<file path="src/rtl/buzzer_seq_ctrl_if.sv">
// Request/tone bus between the game FSM (master) and the buzzer sequencer (slave).
// req is a level request and grant a one-cycle acceptance pulse; there is no ready/back-pressure.
interface buzzer_seq_ctrl_if;
    logic [2:0]  req;
    logic        stop;
    logic        tone_en;
    logic [31:0] tone_div;
    logic        busy;
    logic [2:0]  grant;
    logic        done;
    logic [1:0]  active_id;

    modport master (
        output req, stop,
        input  tone_en, tone_div, busy, grant, done, active_id
    );
    modport slave (
        input  req, stop,
        output tone_en, tone_div, busy, grant, done, active_id
    );
endinterface

</file>
<file path="src/rtl/buzzer_seq_ctrl.sv">
// Buzzer melody sequencer: arbitrates spin/lose/win requests and plays timed notes with gaps.
// Optional melody preemption by a higher-priority request is built when SEQ_PREEMPT_EN is defined.
module buzzer_seq_ctrl #(
    parameter logic [31:0] NOTE_TICKS = 32'd7_500_000,
    parameter logic [31:0] GAP_TICKS  = 32'd500_000
) (
    input  logic              clk,
    input  logic              rst,
    buzzer_seq_ctrl_if.slave  bus,
    output logic [1:0]        o_dbg_state
);

    typedef enum logic [1:0] {
        S_IDLE = 2'd0,
        S_PLAY = 2'd1,
        S_GAP  = 2'd2
    } state_t;

    state_t      r_state, w_state;
    logic [31:0] r_timer, w_timer;
    logic [1:0]  r_idx, w_idx;
    logic [1:0]  r_id, w_id;
    logic        r_tone_en, w_tone_en;
    logic [31:0] r_tone_div, w_tone_div;
    logic        r_busy, w_busy;
    logic [2:0]  r_grant, w_grant;
    logic        r_done, w_done;

    logic        w_any;
    logic [1:0]  w_win_id;
    logic        w_preempt;
    logic [1:0]  w_next_idx;
    logic        w_start;
    logic        w_clear;

    function automatic logic [31:0] note_div(input logic [1:0] id, input logic [1:0] idx);
        case ({id, idx})
            4'b00_00: return 32'd6250;
            4'b01_00: return 32'd41666;
            4'b01_01: return 32'd55555;
            4'b10_00: return 32'd38220;
            4'b10_01: return 32'd30337;
            4'b10_10: return 32'd25510;
            4'b10_11: return 32'd19110;
            default:  return 32'd0;
        endcase
    endfunction

    function automatic logic [2:0] note_len(input logic [1:0] id, input logic [1:0] idx);
        case ({id, idx})
            4'b00_00: return 3'd1;
            4'b01_00: return 3'd2;
            4'b01_01: return 3'd4;
            4'b10_11: return 3'd2;
            default:  return 3'd1;
        endcase
    endfunction

    function automatic logic [1:0] last_idx(input logic [1:0] id);
        case (id)
            2'd1:    return 2'd1;
            2'd2:    return 2'd3;
            default: return 2'd0;
        endcase
    endfunction

    // Timer counts down to zero, so a note of N clocks is loaded with N-1.
    function automatic logic [31:0] play_ticks(input logic [1:0] id, input logic [1:0] idx);
        return 32'(note_len(id, idx)) * NOTE_TICKS - 32'd1;
    endfunction

    assign w_any      = |bus.req;
    assign w_win_id   = bus.req[2] ? 2'd2 : (bus.req[1] ? 2'd1 : 2'd0);
    assign w_next_idx = r_idx + 2'd1;

`ifdef SEQ_PREEMPT_EN
    assign w_preempt = w_any && (w_win_id > r_id);
`else
    assign w_preempt = 1'b0;
`endif

    always_comb begin
        w_state    = r_state;
        w_timer    = r_timer;
        w_idx      = r_idx;
        w_id       = r_id;
        w_tone_en  = r_tone_en;
        w_tone_div = r_tone_div;
        w_busy     = r_busy;
        w_grant    = 3'b000;
        w_done     = 1'b0;
        w_start    = 1'b0;
        w_clear    = 1'b0;

        case (r_state)
            S_IDLE: w_start = !bus.stop && w_any;
            S_PLAY, S_GAP: begin
                if (bus.stop) begin
                    w_clear = 1'b1;
                end else if (w_preempt) begin
                    w_start = 1'b1;
                end else if (r_timer != 32'd0) begin
                    w_timer = r_timer - 32'd1;
                end else if (r_state == S_PLAY && r_idx == last_idx(r_id)) begin
                    w_clear = 1'b1;
                    w_done  = 1'b1;
                end else if (r_state == S_PLAY && GAP_TICKS != 32'd0) begin
                    w_state   = S_GAP;
                    w_timer   = GAP_TICKS - 32'd1;
                    w_tone_en = 1'b0;
                end else begin
                    w_state    = S_PLAY;
                    w_idx      = w_next_idx;
                    w_timer    = play_ticks(r_id, w_next_idx);
                    w_tone_en  = 1'b1;
                    w_tone_div = note_div(r_id, w_next_idx);
                end
            end
            default: w_clear = 1'b1;
        endcase

        if (w_clear) begin
            w_state    = S_IDLE;
            w_timer    = 32'd0;
            w_idx      = 2'd0;
            w_id       = 2'd0;
            w_tone_en  = 1'b0;
            w_tone_div = 32'd0;
            w_busy     = 1'b0;
        end

        if (w_start) begin
            w_state    = S_PLAY;
            w_timer    = play_ticks(w_win_id, 2'd0);
            w_idx      = 2'd0;
            w_id       = w_win_id;
            w_tone_en  = 1'b1;
            w_tone_div = note_div(w_win_id, 2'd0);
            w_busy     = 1'b1;
            w_grant    = 3'b001 << w_win_id;
        end
    end

    always_ff @(posedge clk) begin
        if (rst) begin
            r_state    <= S_IDLE;
            r_timer    <= 32'd0;
            r_idx      <= 2'd0;
            r_id       <= 2'd0;
            r_tone_en  <= 1'b0;
            r_tone_div <= 32'd0;
            r_busy     <= 1'b0;
            r_grant    <= 3'b000;
            r_done     <= 1'b0;
        end else begin
            r_state    <= w_state;
            r_timer    <= w_timer;
            r_idx      <= w_idx;
            r_id       <= w_id;
            r_tone_en  <= w_tone_en;
            r_tone_div <= w_tone_div;
            r_busy     <= w_busy;
            r_grant    <= w_grant;
            r_done     <= w_done;
        end
    end

    assign bus.tone_en   = r_tone_en;
    assign bus.tone_div  = r_tone_div;
    assign bus.busy      = r_busy;
    assign bus.grant     = r_grant;
    assign bus.done      = r_done;
    assign bus.active_id = r_id;
    assign o_dbg_state   = r_state;

endmodule

</file>
<file path="src/flat_wrapper.sv">
// flat-port wrapper written by rule: the top's interface ports become plain ports
module buzzer_seq_ctrl_flat 
#(
    parameter logic [31:0] NOTE_TICKS = 32'd7_500_000,
    parameter logic [31:0] GAP_TICKS  = 32'd500_000
)
  (clk, rst, o_dbg_state, bus_req, bus_stop, bus_tone_en, bus_tone_div, bus_busy, bus_grant, bus_done, bus_active_id);
  buzzer_seq_ctrl_if bus_i ();
  input  logic clk;
  input  logic rst;
  output logic [1:0] o_dbg_state;
  input wire logic [$bits(bus_i.req)-1:0] bus_req;
  input wire logic [$bits(bus_i.stop)-1:0] bus_stop;
  output wire logic [$bits(bus_i.tone_en)-1:0] bus_tone_en;
  output wire logic [$bits(bus_i.tone_div)-1:0] bus_tone_div;
  output wire logic [$bits(bus_i.busy)-1:0] bus_busy;
  output wire logic [$bits(bus_i.grant)-1:0] bus_grant;
  output wire logic [$bits(bus_i.done)-1:0] bus_done;
  output wire logic [$bits(bus_i.active_id)-1:0] bus_active_id;
  assign bus_i.req = bus_req;
  assign bus_i.stop = bus_stop;
  assign bus_tone_en = bus_i.tone_en;
  assign bus_tone_div = bus_i.tone_div;
  assign bus_busy = bus_i.busy;
  assign bus_grant = bus_i.grant;
  assign bus_done = bus_i.done;
  assign bus_active_id = bus_i.active_id;
  buzzer_seq_ctrl #(.NOTE_TICKS(NOTE_TICKS), .GAP_TICKS(GAP_TICKS)) u_core (.clk(clk), .rst(rst), .bus(bus_i), .o_dbg_state(o_dbg_state));
endmodule
</file>
<file path="config.mk">
export PLATFORM = sky130hd
export DESIGN_NAME = buzzer_seq_ctrl_flat
export DESIGN_NICKNAME = d
export VERILOG_FILES = /design/src/rtl/buzzer_seq_ctrl_if.sv /design/src/rtl/buzzer_seq_ctrl.sv /design/src/flat_wrapper.sv
export SDC_FILE = /design/constraint.sdc
export NUM_CORES = 1
export LEC_CHECK = 0
export ABC_AREA = 1
export CORE_UTILIZATION = 50
export CTS_BUF_LIST = sky130_fd_sc_hd__clkbuf_4 sky130_fd_sc_hd__clkbuf_8 sky130_fd_sc_hd__clkbuf_16
export DETAILED_ROUTE_END_ITERATION = 8
export HOLD_SLACK_MARGIN = 0.12
export PLACE_DENSITY = 0.76
export SLEW_MARGIN = 20
export SYNTH_ARGS = -nofsm -noshare
export SYNTH_HDL_FRONTEND = slang
export SYNTH_SLANG_ARGS = --single-unit
</file>
<file path="constraint.sdc">
create_clock -name clk -period 1.87 [get_ports clk]
set_clock_uncertainty 0.05 [all_clocks]
set_input_delay 0.2805 -clock clk [delete_from_list [all_inputs] [get_ports clk]]
set_output_delay 0.2805 -clock clk [all_outputs]
set_load 0.005 [all_outputs]
</file>
==> qor.csv <==
metric,value,unit
# DRC,0,
setup ws final,-0.268,ns
Static Leak,3.03,nW
Arrival @ worst endpoint,2.37,ns
crit-path cells,"inv_2, ha_4, a21oi_2, o21ai_1, nor2_2, inv_2, nand2_1, nand3_4, nand2_2, inv_1, nor2_2, inv_1, nor2_1",
Peak Freq,468,MHz
"Slowest-stage cell, CP",dfxtp_2,
failing checks,setup timing,
Worst Path Required,2.11,ns
Placed Cells,895,
H-tree Lvls,3,
Final Hold Fails,0,
initial antenna violation count,0,
TritonCTS clock tree,yes,
ranking of synthesized cells by area,"dfxtp_1 28%, nand2_1 15%, nor2_1 11%, inv_1 7.5%, ha_1 5.6%",
Clock Pin Slew Worst Setup and Hold Paths,0.08,ns
Placer Congestion,0.920,
cts hold-fix bufs,0,
fin area,6140,um2
Post-Route WL,14700,um
Inserted Diodes,0,
Crit. End Element,flop,
critical path type,reg2reg,
number of max-cap violations,0,
setup TNS,-9.41,ns
grt total ovfl,0,
Hold Crit Class,reg2reg,
Post-synth EDFFs,0,
Total Routing Usage GR,0.341,
WL per Instance,15.8,um
Slew Limit Fails,0,
vias per inst,5.36,
Hold WS,0.465,ns
slowest cell delay on critical path,0.35,ns
fin util,0.791,
Port Buffers,30,
I/O pins,48,
top-area cell type share of the netlist area,0.283,
first-pass GRT wire length,22400,um
Die X-Extent,91.8,um
largest net degree at the start of global routing,37,
peak supply drop,0.000584,V
Synth cell types,38,
Site Rows,32,
Total Nets Final,844,
clock sink count,57,
outcome,"complete, but fails checks",
Yosys reg bits,57,
"Cell Area, Placed",5400,um2
CTS max path bufs,2,
"Seq/Total Area, Yosys",0.283,
final non-filler cell total,927,
vias in the first global route,4856,
layout cell share with drive strength beyond 1,0.347,
critical path startpoint category,flop,
"Buf+Inv Stages, Crit Path",4,
Vias,4973,
CTS Buf Count,9,
Syn Area/Cell,6.23,um2
RSZ-0062 raised after global routing,yes,
1st-iter DRT viols,444,
Top delay family on crit path,simple AND/OR/NAND/NOR gates,
YS warnings,0,
"critical path fanouts, max",5,
Final period util,1.14,
minimum clock period,2.14,ns
ys async rst share,0,
hpwl dp,9500,um
CTS root buffer,clkbuf_8,
"Area growth, synth to finish",52.5,%
"Primary FF master, synth",dfxtp_1,
Core Region,7770,um2
drt pass-1 iters,5,
Final Setup Violations,51,
Die Ht,91.8,um
Starting Density,0.519,
Netlist Area Pre-Place,4030,um2
Pwr per Cell Area,1210,nW/um2
post-synth top area cell,dfxtp_1,
worst skew pair latency,0.36,ns
die area,8420,um2
Final ANT Viol Nets,0,
Post-Syn Instances,646,
==> through the flow <==
stage               setup slack (ns)  total power [mW]
floorplan                    -0.0543              3.72
global placement              -0.354              5.29
detailed placement            -0.391              5.37
CTS                           -0.141              6.95
global route                  -0.404              7.90
finish                        -0.268              7.46
==> Yosys cell counts, types with 3 or more instances <==
| cell | n |
|---|---|
| nand2_2 | 3 |
| nand2_1 | 159 |
| buf_4 | 21 |
| o22ai_1 | 4 |
| o21ai_1 | 5 |
| buf_2 | 8 |
| inv_2 | 4 |
| nor2_1 | 113 |
| xor2_1 | 14 |
| dfxtp_1 | 57 |
| nor3_1 | 11 |
| nand3_1 | 30 |
| a21oi_1 | 35 |
| ha_1 | 18 |
| nor2_2 | 6 |
| o211ai_1 | 3 |
| nand4_1 | 15 |
| o21ai_0 | 28 |
| clkbuf_1 | 7 |
| inv_1 | 81 |
==> what timing repair did <==
item                       CTS  global route
gates resized for setup     47            72
pin swaps                   12            18
cloned                       4             0
setup endpoints to repair   52            54
setup buffers                7             5
==> kinds of logic (layout without fill, tap and decap cells) <==
family          Yosys count  after routing  synth area share
simple gates            352            355             0.379
buf+inv                 122            282             0.138
compound gates           81             81             0.111
flops                    57             57             0.283
fa+ha+maj                18             18            0.0559
xor+xnor                 15             15            0.0326
other cells               1             17          0.000931
==> per-layer routing <==
layer,track usage,vias to the layer above,part of all wire
met1,0.388,2291,0.38
met4,0.182,0,0.043
li1,-,2352,-
met5,0,-,0
met2,0.589,266,0.49
met3,0.0821,64,0.088
==> area by class of cell <==
type,count,area [um2]
multi-input cells,486,2820
fillers,535,1620
repair buffers,181,1520
flip-flops and latches,57,1150
inverters,85,332
well taps,102,128
clock buffers,9,124
clock inverters,7,71.3
==> cells in the final DEF, fill, tap and decap left out, types with 18 or more instances in the layout <==
| cell type | netlist | routed |
|---|---|---|
| a21oi_1 | 35 | 18 |
| buf_4 | 21 | 138 |
| clkdlybuf4s50_1 | 0 | 30 |
| dfxtp_1 | 57 | 52 |
| inv_1 | 81 | 69 |
| nand2_1 | 159 | 131 |
| nand2_2 | 3 | 22 |
| nand3_1 | 30 | 28 |
| nor2_1 | 113 | 94 |
| nor2_2 | 6 | 18 |
| o21ai_0 | 28 | 24 |
==> worst min-delay path, cell delays in order, from the launching register on <==
cell     delay, ns
dfxtp_1       0.34
nand2_1       0.08
a21oi_1       0.05
==> flip-flops by register name, summed over array words and instances, names as in the netlist <==
| signal | cells |
|---|---|
| u_core.bus.done | 1 |
| u_core.r_timer | 32 |
| u_core.bus.active_id | 2 |
| u_core.bus.grant | 3 |
| u_core.bus.tone_div | 14 |
| u_core.o_dbg_state | 1 |
| u_core.bus.busy | 1 |
| u_core.r_idx | 2 |
| u_core.bus.tone_en | 1 |
==> worst paths after layout <==
check	start	endpoint	slack, ns	cells after the start
worst min register to register	u_core.bus.busy	u_core.bus.busy	0.46	2
worst max register to register	u_core.bus.active_id[1]	u_core.r_timer[27]	-0.27	13
worst max-delay path	u_core.bus.active_id[1]	u_core.r_timer[27]	-0.27	13
worst min-delay path	u_core.bus.busy	u_core.bus.busy	0.46	2
==> power breakdown <==
part / internal [mW] / switching [mW] / leakage, nW
clock: 0.611 / 0.580 / 0.0912
combinational: 2.08 / 2.59 / 2.47
sequential: 1.45 / 0.154 / 0.469
(Power assumes the default switching activity.)
